**src/rtl/bram_program_loader_pkg.sv**
```systemverilog
// Shared constants for the instruction-BRAM program loader: default widths,
// the halt word and the FSM state encoding.
package bram_program_loader_pkg;

    localparam int          ADDRESS_BITS_DEF = 8;
    localparam int          DATA_BITS_DEF    = 32;
    localparam logic [31:0] END_WORD_DEF     = 32'hFFFF_FFFF;

    // Loader FSM states; the encoding is fixed so debug probes can decode it.
    typedef enum logic [1:0] {
        S_IDLE  = 2'd0,
        S_LOAD  = 2'd1,
        S_WRITE = 2'd2,
        S_DONE  = 2'd3
    } state_t;

endpackage

```
**src/rtl/bram_program_loader_word_assembler.sv**
```systemverilog
// Shifts received bytes MSB-first into a DATA_BITS word and flags the strobe
// that carries the final byte of a word.
module bram_program_loader_word_assembler #(
    parameter int DATA_BITS = 32
) (
    input  logic                 clk,
    input  logic                 rst,
    input  logic                 i_clear,
    input  logic                 i_valid,
    input  logic [7:0]           i_byte,
    output logic [DATA_BITS-1:0] o_word,
    output logic                 o_word_ready
);

    localparam int BYTES = DATA_BITS / 8;
    localparam int CNT_W = (BYTES > 1) ? $clog2(BYTES) : 1;

    logic [DATA_BITS-1:0] r_word;
    logic [CNT_W-1:0]     r_cnt;
    logic                 w_last;

    // The strobe currently presented completes a word.
    assign w_last       = (r_cnt == CNT_W'(BYTES - 1));
    assign o_word_ready = i_valid && w_last;
    assign o_word       = r_word;

    // Shift register and byte counter; clear restarts assembly from an empty word.
    always_ff @(posedge clk or posedge rst) begin
        if (rst) begin
            r_word <= '0;
            r_cnt  <= '0;
        end else if (i_clear) begin
            r_word <= '0;
            r_cnt  <= '0;
        end else if (i_valid) begin
            r_word <= DATA_BITS'({r_word, i_byte});
            r_cnt  <= w_last ? '0 : r_cnt + 1'b1;
        end
    end

endmodule

```
**src/rtl/bram_program_loader.sv**
```systemverilog
// Loads a program received byte-by-byte from the UART into the instruction BRAM.
// Words are written to consecutive addresses from 0 until the halt word has been
// written or the last address has been filled.
//
// Handshake: i_rx_done is a one-cycle strobe qualifying i_rx_data; there is no
// back-pressure, so a byte is either consumed in that cycle or dropped.
// o_write_enable is a one-cycle strobe qualifying o_address/o_data.
module bram_program_loader
    import bram_program_loader_pkg::*;
#(
    parameter int                   ADDRESS_BITS = ADDRESS_BITS_DEF,
    parameter int                   DATA_BITS    = DATA_BITS_DEF,
    parameter logic [DATA_BITS-1:0] END_WORD     = DATA_BITS'(END_WORD_DEF)
) (
    input  logic                    clk,
    input  logic                    rst,
    input  logic                    i_start,
    input  logic                    i_rx_done,
    input  logic [7:0]              i_rx_data,
    output logic                    o_write_enable,
    output logic [ADDRESS_BITS-1:0] o_address,
    output logic [DATA_BITS-1:0]    o_data,
    output logic                    o_busy,
    output logic                    o_done,
    output logic                    o_overflow
);

    state_t                  r_state;
    state_t                  w_next_state;
    logic [ADDRESS_BITS-1:0] r_addr;
    logic                    r_overflow;
    logic [DATA_BITS-1:0]    w_word;
    logic                    w_word_ready;
    logic                    w_start;
    logic                    w_is_end;
    logic                    w_addr_last;
    logic                    w_write_exit;
    logic                    w_byte_ok;

    // A start is honoured only when no load is in progress.
    assign w_start      = i_start && ((r_state == S_IDLE) || (r_state == S_DONE));
    assign w_is_end     = (w_word == END_WORD);
    assign w_addr_last  = (r_addr == {ADDRESS_BITS{1'b1}});
    assign w_write_exit = (r_state == S_WRITE) && (w_is_end || w_addr_last);
    // Bytes count in LOAD, and in WRITE unless that write finishes the load.
    assign w_byte_ok    = i_rx_done &&
                          ((r_state == S_LOAD) || ((r_state == S_WRITE) && !w_write_exit));

    bram_program_loader_word_assembler #(
        .DATA_BITS (DATA_BITS)
    ) u_assembler (
        .clk          (clk),
        .rst          (rst),
        .i_clear      (w_start),
        .i_valid      (w_byte_ok),
        .i_byte       (i_rx_data),
        .o_word       (w_word),
        .o_word_ready (w_word_ready)
    );

    // State register.
    always_ff @(posedge clk or posedge rst) begin
        if (rst) r_state <= S_IDLE;
        else     r_state <= w_next_state;
    end

    // Next-state logic.
    always_comb begin
        w_next_state = r_state;
        case (r_state)
            S_IDLE:  if (w_start) w_next_state = S_LOAD;
            S_LOAD:  if (w_word_ready) w_next_state = S_WRITE;
            S_WRITE: begin
                if (w_write_exit)      w_next_state = S_DONE;
                else if (w_word_ready) w_next_state = S_WRITE;
                else                   w_next_state = S_LOAD;
            end
            S_DONE:  if (w_start) w_next_state = S_LOAD;
            default: w_next_state = S_IDLE;
        endcase
    end

    // Address counter and overflow flag; the address never wraps past the top.
    always_ff @(posedge clk or posedge rst) begin
        if (rst) begin
            r_addr     <= '0;
            r_overflow <= 1'b0;
        end else if (w_start) begin
            r_addr     <= '0;
            r_overflow <= 1'b0;
        end else if (r_state == S_WRITE) begin
            if (w_write_exit) r_overflow <= !w_is_end;
            else              r_addr     <= r_addr + 1'b1;
        end
    end

    // Status and write strobe decoded from state.
    always_comb begin
        o_write_enable = (r_state == S_WRITE);
        o_busy         = (r_state == S_LOAD) || (r_state == S_WRITE);
        o_done         = (r_state == S_DONE);
    end

    assign o_address  = r_addr;
    assign o_data     = w_word;
    assign o_overflow = r_overflow;

endmodule

```
**config.mk**
```make
export PLATFORM = sky130hd
export DESIGN_NAME = bram_program_loader
export DESIGN_NICKNAME = d
export VERILOG_FILES = /design/src/rtl/bram_program_loader_pkg.sv /design/src/rtl/bram_program_loader_word_assembler.sv /design/src/rtl/bram_program_loader.sv
export SDC_FILE = /design/constraint.sdc
export NUM_CORES = 1
export LEC_CHECK = 0
export BUFFER_PORTS_ARGS = -buffer_cell sky130_fd_sc_hd__buf_2
export CELL_PAD_IN_SITES_DETAIL_PLACEMENT = 1
export CELL_PAD_IN_SITES_GLOBAL_PLACEMENT = 1
export CORE_UTILIZATION = 40
export DETAILED_ROUTE_END_ITERATION = 10
export PLACE_DENSITY = 0.88
export SLEW_MARGIN = 5
export SYNTH_ARGS = -nofsm -noshare
export SYNTH_HDL_FRONTEND = slang
export SYNTH_SLANG_ARGS = --single-unit
```
**constraint.sdc**
```tcl
create_clock -name clk -period 2.35 [get_ports clk]
set_input_delay 0.235 -clock clk [delete_from_list [all_inputs] [get_ports clk]]
set_output_delay 0.235 -clock clk [all_outputs]
set_load 0.01 [all_outputs]
```
* After elaboration in Yosys (flattened, before gate mapping)
Index checks and enable logic that the tools add are counted.
Word-level totals: bits in registers 45, bits in latches 0, memory bits (writable) 0, bits in read-only memories 0, input bits 12, output and inout port bits 44, word-level logic and storage cells 51, memories 0
Operators by class: add/subtract/negate cells 2, multipliers 0, divide/modulo/power cells 0, order comparisons 0, equal/unequal tests 9, shift-type cells 0, muxes and demuxes 16, bitwise logic cells 0, reduce and logical (&&, ||, !) cells 19
Operator list (number):
- $mux 32 | 2
- $eq 32x32->1 const B | 1
- $mux 8 | 3
- $mux 2 | 7
- $add 8x1->8 const B | 1
- $eq 8x8->1 const B | 1
- $eq 2x2->1 const B | 3
- $ne 2x1->1 const B | 3
- $pmux 2 s3 | 1
- $reduce_and 2->1 | 3
- $reduce_bool 2->1 | 3
- $logic_and 1x1->1 | 5
- $logic_or 1x1->1 | 4
- $mux 1 | 3
- $add 2x1->2 const B | 1
- $eq 2x1->1 const B | 1
- $logic_not 1->1 | 2
- $logic_not 2->1 | 1
- $reduce_or 2->1 | 1

* Logic depth before layout (Yosys ltp)
Gate-level depths: netlist of run 1.
depth in word-level cells 11, depth in mapped cells 8, depth with buffers taken out 7

* Modules after synthesis
A second synthesis of run 1 with hierarchy kept.
Second synthesis, totals: cells, all modules 197, area, all modules 2205.9 um2
Modules (own cells, without submodules):
- bram_program_loader_word_assembler | times used 1, cells an instance 113, area an instance 1431.4 um2, sequential area each 850.8 um2
- bram_program_loader | times used 1, cells an instance 84, area an instance 774.5 um2, sequential area each 275.3 um2

* Worst setup path before layout of run 1
Ideal clock, no wire load.
kind reg-to-reg, from register r_addr[0] (netlist: o_address[0]), to register u_assembler.r_word[20] (netlist: u_assembler.o_word[20]), setup time 124 ps, arrival time 1901 ps, data required time 2226 ps, setup slack 325 ps, stages on the path, launching flop included 9, path through dfrtp_1 ha_1 and2_1 and3_4 buf_6 a211oi_4 o21ai_2 buf_6 mux2i_1
On the way: word-level cells in the longest chain between the ends 8
Ends and longest elaborated chain:
- from (decl) | RTL line bram_program_loader.sv:30 | logic [ADDRESS_BITS-1:0] r_addr;
- from (signal assigned) | RTL line bram_program_loader.sv:93 | else r_addr <= r_addr + 1'b1;
- $eq 8x8->1 | RTL line bram_program_loader.sv:43 | assign w_addr_last = (r_addr == {ADDRESS_BITS{1'b1}});
- $logic_or 1x1->1 | RTL line bram_program_loader.sv:44 | assign w_write_exit = (r_state == S_WRITE) && (w_is_end || w_addr_last);
- $logic_and 1x1->1 | RTL line bram_program_loader.sv:44
- $logic_not 1->1 | RTL line bram_program_loader.sv:47 | ((r_state == S_LOAD) || ((r_state == S_WRITE) && !w_write_exit));
- $logic_and 1x1->1 | RTL line bram_program_loader.sv:47
- $logic_or 1x1->1 | RTL line bram_program_loader.sv:47
- $logic_and 1x1->1 | RTL line bram_program_loader.sv:46 | assign w_byte_ok = i_rx_done &&
- $reduce_bool 2->1 (no source line)
- to (signal assigned) | RTL line bram_program_loader_word_assembler.sv:36 | r_word <= DATA_BITS'({r_word, i_byte});
- to (decl) | RTL line bram_program_loader_word_assembler.sv:18 | logic [DATA_BITS-1:0] r_word;
Every way passes these cells. A chain may end at the register's enable or synchronous reset.

* Worst setup path after layout of run 1
from register r_addr[0] (netlist: o_address[0]), to register u_assembler.r_word[7] (netlist: u_assembler.o_word[7])
The elaborated chain is that of the path after synthesis.

==> results of run 1 <==
==> per-layer routing <==
layer / global-route usage / vias to the layer above
li1: - / 847
met1: 0.2671 / 903
met2: 0.3541 / 47
met3: 0.04671 / 7
met4: 0.05769 / 0
met5: 0 / -
==> kinds of logic (layout without fill, tap and decap cells) <==
kind of cell             after synthesis  in the layout  synth area share
XOR/XNOR                               4              4           0.01580
buffers and inverters                 16             77           0.04063
adder cells (fa/ha/maj)                5              5           0.02822
AO/OA/AOI/OAI                         25             25           0.08578
flip-flops                            45             45            0.5079
multiplexers                          33             33            0.1490
AND/OR/NAND/NOR                       79             79            0.1727
==> power breakdown <==
group	internal, mW	leakage [nW]	switching [mW]
sequential	0.999	0.612	0.190
combinational	0.554	0.778	0.855
clock	0.346	0.0574	0.274
==> through the flow <==
| stage | utilization | setup WS, ns | cell area [um2] | instances |
|---|---|---|---|---|
| after floorplan | - | 0.3249 | 2217 | 207 |
| final | 0.5170 | 0.2061 | 2708 | 338 |
| after CTS | 0.5170 | 0.1821 | 2708 | 338 |
| after detailed placement | 0.4921 | 0.1921 | 2577 | 329 |
| after global routing | 0.5170 | 0.06524 | 2708 | 338 |
| after global placement | 0.4921 | 0.3264 | 2577 | 329 |
==> sequential cells by signal, indices dropped and copies added (netlist names) <==
| register | flops |
|---|---|
| r_state | 2 |
| u_assembler.r_cnt | 2 |
| o_overflow | 1 |
| u_assembler.o_word | 32 |
| o_address | 8 |
==> worst min-delay path, cell delays in order <==
cell                      delay [ns]
sky130_fd_sc_hd__buf_2          0.09
sky130_fd_sc_hd__nand2_1        0.04
sky130_fd_sc_hd__mux2i_1        0.06
==> area by class of cell <==
cell class / instances / area share
sequential: 45 / 0.4159
multi-input combinational: 146 / 0.3697
timing repair buffer: 63 / 0.1294
tap: 70 / 0.03235
clock buffer: 6 / 0.03050
clock inverter: 2 / 0.01386
inverter: 6 / 0.008318
==> placed cells by master, fill, tap and decap left out, types with 6 or more instances in the layout <==
cell                        n
sky130_fd_sc_hd__dfrtp_1   45
sky130_fd_sc_hd__buf_2     55
sky130_fd_sc_hd__mux2i_1   33
sky130_fd_sc_hd__clkbuf_8   6
sky130_fd_sc_hd__nand2_1   51
sky130_fd_sc_hd__nand4_1    8
sky130_fd_sc_hd__nor2_1     8
sky130_fd_sc_hd__buf_4      6
==> worst min path at each step <==
stage / start / end
finish: i_rx_data[3] / u_assembler.o_word[3]$_DFFE_PP0P_
global route: i_rx_data[5] / u_assembler.o_word[5]$_DFFE_PP0P_
CTS: i_rx_data[3] / u_assembler.o_word[3]$_DFFE_PP0P_
detailed placement: rst / r_state[0]$_DFFE_PP0P_
global placement: rst / r_state[1]$_DFFE_PP0P_
floorplan: i_rx_data[0] / u_assembler.o_word[0]$_DFFE_PP0P_
==> summary.json, run 1 <==
{
  "numClockSinks": 45,
  "critical-path-top-delay-family": "simple AND/OR/NAND/NOR gates",
  "antenna_cells": 0,
  "die_y_um": 76.45,
  "core_mm2": 0.005238,
  "start_util": 0.4233,
  "synth_seq_area_share": 0.5079,
  "worst-path-max-fanout": 17,
  "worst_path_max_delay_cell": "sky130_fd_sc_hd__dfrtp_1",
  "count_of_cell_types_in_the_netlist": 30,
  "route.detailed.drc": 0,
  "route.detailed.wl_per_inst_um": 16.75,
  "cts-htree-levels": 2,
  "async_s_r_ff_share_synth": 1.000,
  "min_path_type": "in -> reg",
  "dp_hpwl_mm": 4.245,
  "mappedNetlistNets": 224,
  "critPathCaptureType": "flop",
  "number_of_buffers_created_by_cts": 5,
  "syn_area_per_cell_um2": 10.71,
  "grt_pass1_wl_mm": 9.473,
  "crit_path_start": "o_address[0]$_DFFE_PP0P_",
  "port_buffers": 55,
  "insertion_delay_ns": 0.30,
  "max-slew-margin-rel": 0.6425,
  "pins_over_slew_limit": 0,
  "ff2ff_path_depth": 7,
  "io_pins": 56,
  "netlist.top_cell.by_area": "sky130_fd_sc_hd__dfrtp_1",
  "antenna_found_initial": 0,
  "layout-drive-gt1-share": 0.2873,
  "path_cells": "ha_1, and2_1, and3_4, a211o_1, nand2_2, buf_12, mux2i_1",
  "worstSetupEndpoint": "u_assembler.o_word[7]$_DFFE_PP0P_",
  "tritoncts_clock_tree": "yes",
  "cp_data_required_time_ns": 2.57,
  "crit_buf_inv": 1,
  "fin_crit_sh": 0.9123,
  "gr-usage-all-layers": 0.2089,
  "met2_length_mm": 2.803,
  "cts_hold_repair.buffers": 1,
  "endpoints_failing_setup": 0,
  "netlist_instances": 207,
  "r2r_end": "u_assembler.o_word[7]$_DFFE_PP0P_",
  "wl_met1_mm": 2.570,
  "critical_path.reg2reg.startpoint": "o_address[0]$_DFFE_PP0P_",
  "grt_max_degree": 48,
  "synth_commonest_cells": "sky130_fd_sc_hd__nand2_1, sky130_fd_sc_hd__dfrtp_1, sky130_fd_sc_hd__mux2i_1, sky130_fd_sc_hd__nand4_1, sky130_fd_sc_hd__nor2_1",
  "areaGrowthSynthToFinish_pct": 22.12,
  "drt-pass1-iter-count": 4,
  "post-synth-top-count-cell": "sky130_fd_sc_hd__nand2_1",
  "ff2ff_setup_slack_ns": 0.21,
  "clock_path_buffers": 2,
  "num-fill-cells": 624,
  "via_count": 1804,
  "p_leak_nw": 1.447,
  "criticalPathCategory": "reg -> reg",
  "cp.arrival_ns": 2.36,
  "synth_top_flop_cell": "sky130_fd_sc_hd__dfrtp_1",
  "setup_total_negative_slack_ns": 0,
  "detail_route.wirelength_mm": 5.660,
  "run_status": "finished clean",
  "synth_top_area_frac": 0.5079,
  "max_fclk_mhz": 466.4,
  "routed.top_layer": "met4",
  "synthTopCellsByArea": "sky130_fd_sc_hd__dfrtp_1, sky130_fd_sc_hd__mux2i_1, sky130_fd_sc_hd__nand2_1, sky130_fd_sc_hd__ha_1, sky130_fd_sc_hd__nand4_1",
  "holdWs_ns": 0.1670,
  "floorplan_die_area_mm2": 0.005845,
  "number_of_enable_type_register_cells_in_the_synthesized_netlist": 0,
  "drtIter0Drc": 46,
  "period_minus_slack_ns": 2.144,
  "power_density_mw_per_mm2": 1189,
  "tightestPinTransition_ns": 0.5323,
  "area_used_by_multi_input_combinational_logic_mm2": 0.001001,
  "first_global_vias": 1867,
  "max_stage_delay_ns": 0.42,
  "ant_nets": 0,
  "synth.cell_area_mm2": 0.002217,
  "max-cap-violations": 0,
  "vdd_ir_drop_max_mv": 0.5827,
  "post-cts-setup-buffers": 0,
  "area.sequential_mm2": 0.001126,
  "ys.warnings.count": 0,
  "timing.final.hold_violations": 0,
  "cts_repair_resize_count": 0,
  "gr-total-overflow": 0,
  "worst_setup_path_start_kind": "flop",
  "met3_layer_wire_length_in_the_routed_design_um": 230,
  "vias_per_cell": 5.337,
  "placement_rows": 26,
  "num-nets-final": 284,
  "ctsRootBufferMaster": "sky130_fd_sc_hd__clkbuf_8",
  "cts.reportedPaths.clkPinSlew_ns": 0.09,
  "rsz_0062_raised_after_global_routing": "no",
  "min_path_cells": 3,
  "place.gp.congestion": 0.8142,
  "cp.depth": 7,
  "die_span_in_x_um": 76.45,
  "clock-skew-final_ns": 0.007887,
  "ys_ff_latch": 45,
  "p_total_mw": 3.218
}
Note: power is estimated with default switching activity, not from simulation.
==> run 2: changes to the inputs <==
BUFFER_PORTS_ARGS = unset   (was -buffer_cell sky130_fd_sc_hd__buf_2)
CORE_ASPECT_RATIO = 0.6   (was unset)
DONT_BUFFER_PORTS = 1   (was unset)
GPL_TIMING_DRIVEN = 0   (was unset)
PLACE_DENSITY = 0.77   (was 0.88)
==> run 2 against run 1 <==
Against the previous run: clock power decreased by 25%; largest cell class unchanged; final cell count decreased by 16%; global-route usage increased by 0.21 points; maximum frequency decreased by 5.4%; sequential share of layout area increased by 4.7 points; register-to-register slack got worse by 0.12 ns; via count decreased by 12%; power decreased by 8.5%; routed wire length decreased by 0.27%; flip-flop and latch count unchanged; the run now ends with DRC left; non-clock buffer count decreased by 49.
==> summary.json, run 2 (synthesis results as in run 1) <==
{
  "run_status": "finished, violations left",
  "violations_in_the_final_reports": "DRC",
  "placement_rows": 20,
  "max_stage_delay_ns": 0.46,
  "period_minus_slack_ns": 2.266,
  "pins_over_slew_limit": 0,
  "vdd_ir_drop_max_mv": 0.3871,
  "fin_crit_sh": 0.9644,
  "path_cells": "ha_1, and2_1, and3_4, buf_6, a211o_1, nand2_2, buf_6, mux2i_2",
  "drtIter0Drc": 93,
  "floorplan_die_area_mm2": 0.005855,
  "endpoints_failing_setup": 0,
  "port_buffers": 0,
  "area_used_by_multi_input_combinational_logic_mm2": 0.001005,
  "setup_total_negative_slack_ns": 0,
  "number_of_buffers_created_by_cts": 5,
  "io_pins": 56,
  "insertion_delay_ns": 0.30,
  "power_density_mw_per_mm2": 1209,
  "num-nets-final": 235,
  "pwr-share-seq": 0.448,
  "drt-pass1-iter-count": 7,
  "met3_usage": 0.06199,
  "p_leak_nw": 1.172,
  "detail_route.wirelength_mm": 5.645,
  "grt_max_degree": 40,
  "die_span_in_x_um": 98.12,
  "cell_internal_pwr_mw": 1.657,
  "dpl_cell_area_mm2": 0.002320,
  "min_path_type": "in -> reg",
  "clock_path_buffers": 2,
  "gr-usage-all-layers": 0.2110,
  "p_sw_frac": 0.4372,
  "criticalPathCategory": "reg -> reg",
  "antenna_found_initial": 0,
  "route.detailed.wl_per_inst_um": 19.81,
  "route.detailed.drc": 3,
  "die_y_um": 59.67,
  "area.sequential_mm2": 0.001129,
  "tightestPinTransition_ns": 0.5435,
  "clock_power_share": 0.159,
  "power_frac_comb": 0.394,
  "busiest_layer": "met1",
  "numClockSinks": 45,
  "layout.cells.most_common": "sky130_fd_sc_hd__nand2_1",
  "cp_data_required_time_ns": 2.56,
  "worst-path-max-fanout": 10,
  "clock-skew-final_ns": 0.007605,
  "holdWs_ns": 0.07148,
  "cts.reportedPaths.clkPinSlew_ns": 0.08,
  "max-cap-violations": 0,
  "areaGrowthSynthToFinish_pct": 9.876,
  "gr-total-overflow": 0,
  "finalInstanceArea_mm2": 0.002436,
  "crit_path_frequent_cell": "sky130_fd_sc_hd__buf_6",
  "ctsRootBufferMaster": "sky130_fd_sc_hd__clkbuf_8",
  "rsz_0062_raised_after_global_routing": "no",
  "cts-htree-levels": 2,
  "num-fill-cells": 585,
  "core_mm2": 0.005205,
  "layout.cells.most_common_list": "sky130_fd_sc_hd__nand2_1, sky130_fd_sc_hd__dfrtp_1, sky130_fd_sc_hd__mux2i_1, sky130_fd_sc_hd__nand4_1, sky130_fd_sc_hd__nor2_1",
  "worst_setup_path_start_kind": "flop",
  "tritoncts_clock_tree": "yes",
  "globalRouteMet2Util": 0.2797,
  "vias_per_cell": 5.554,
  "via_count": 1583,
  "antenna_cells": 0,
  "timing.final.hold_violations": 0,
  "cp.arrival_ns": 2.48,
  "dp_hpwl_mm": 4.314,
  "place.gp.congestion": 0.7508,
  "netSwitchingPower_mw": 1.287,
  "first_global_vias": 1601,
  "max-slew-margin-rel": 0.6349,
  "max_ffs_per_register": 32,
  "max_fclk_mhz": 441.2,
  "start_util": 0.4260,
  "layout-drive-gt1-share": 0.1142,
  "worst_path_max_delay_cell": "sky130_fd_sc_hd__dfrtp_2",
  "ant_nets": 0,
  "final_util": 0.4680,
  "critPathCaptureType": "flop",
  "groute.layer.met1.usage": 0.3258,
  "grt_pass1_wl_mm": 9.073
}
==> run 2: cell count changes in the layout (fill, tap and decap cells not counted), sizes merged <==
cell and delta:
inv +1, clkinvlp -1, clkbuf +6, bufinv -1
buf -53, clkinv -1
==> run 2: final timing paths <==
check                           slack [ns]                        startpoint                            endpoint  cells after the start
worst min-delay path                  0.07                      i_rx_data[2]   u_assembler.o_word[2]$_DFFE_PP0P_                      2
worst min register to register        0.55  u_assembler.r_cnt[1]$_DFFE_PP0P_    u_assembler.r_cnt[1]$_DFFE_PP0P_                      2
min in group asynchronous             0.29                               rst            o_address[5]$_DFFE_PP0P_                      2
max in group asynchronous             1.58                               rst            o_address[1]$_DFFE_PP0P_                      3
worst max register to register        0.08          o_address[0]$_DFFE_PP0P_  u_assembler.o_word[31]$_DFFE_PP0P_                      8
worst max-delay path                  0.08          o_address[0]$_DFFE_PP0P_  u_assembler.o_word[31]$_DFFE_PP0P_                      8
==> run 2: power by group through the flow <==
stage | registers, mW | logic (mW) | clock network, mW
final | 1.32 | 1.16 | 0.467
after global routing | 1.36 | 1.29 | 0.509
after CTS | 1.32 | 1.13 | 0.475
after detailed placement | 1.34 | 1.12 | 0
after global placement | 1.33 | 1.08 | 0
after floorplan | 1.25 | 0.865 | 0
==> run 2: routing by layer <==
metal | wire [um] | share of wire
met4 | 54 | 0.0096
met2 | 2224 | 0.39
met1 | 2943 | 0.52
met5 | 0 | 0
met3 | 422 | 0.075
==> run 2: layout make-up <==
cell class / count / area share
multi-input combinational: 146 / 0.4124
inverter: 6 / 0.009245
buffer: 9 / 0.02671
sequential: 45 / 0.4633
timing repair buffer: 5 / 0.02157
tap: 66 / 0.03390
clock buffer: 8 / 0.03287
==> run 2: stage by stage <==
step,worst slack [ns],cells,total power [mW]
floorplan,0.3249,207,2.120
global placement,0.08207,273,2.407
detailed placement,0.04355,274,2.456
CTS,0.03055,283,2.923
global route,0.01629,285,3.157
finish,0.08370,285,2.944
==> run 2: worst max-delay path: cells and delay by family (launching register included) <==
family          cells  cell delay [ns]
simple gates        3             0.61
flops               1             0.46
buf+inv             2             0.33
compound gates      1             0.31
fa+ha+maj           1             0.26
mux                 1             0.23
==> run 2: what timing repair did <==
action                                  in CTS  in global routing
endpoints found under the hold margin        6                  0
hold buffers                                 1                  0
endpoints found under the setup margin       0                 16
buffers inserted                             0                  3
resized for setup                            0                  5
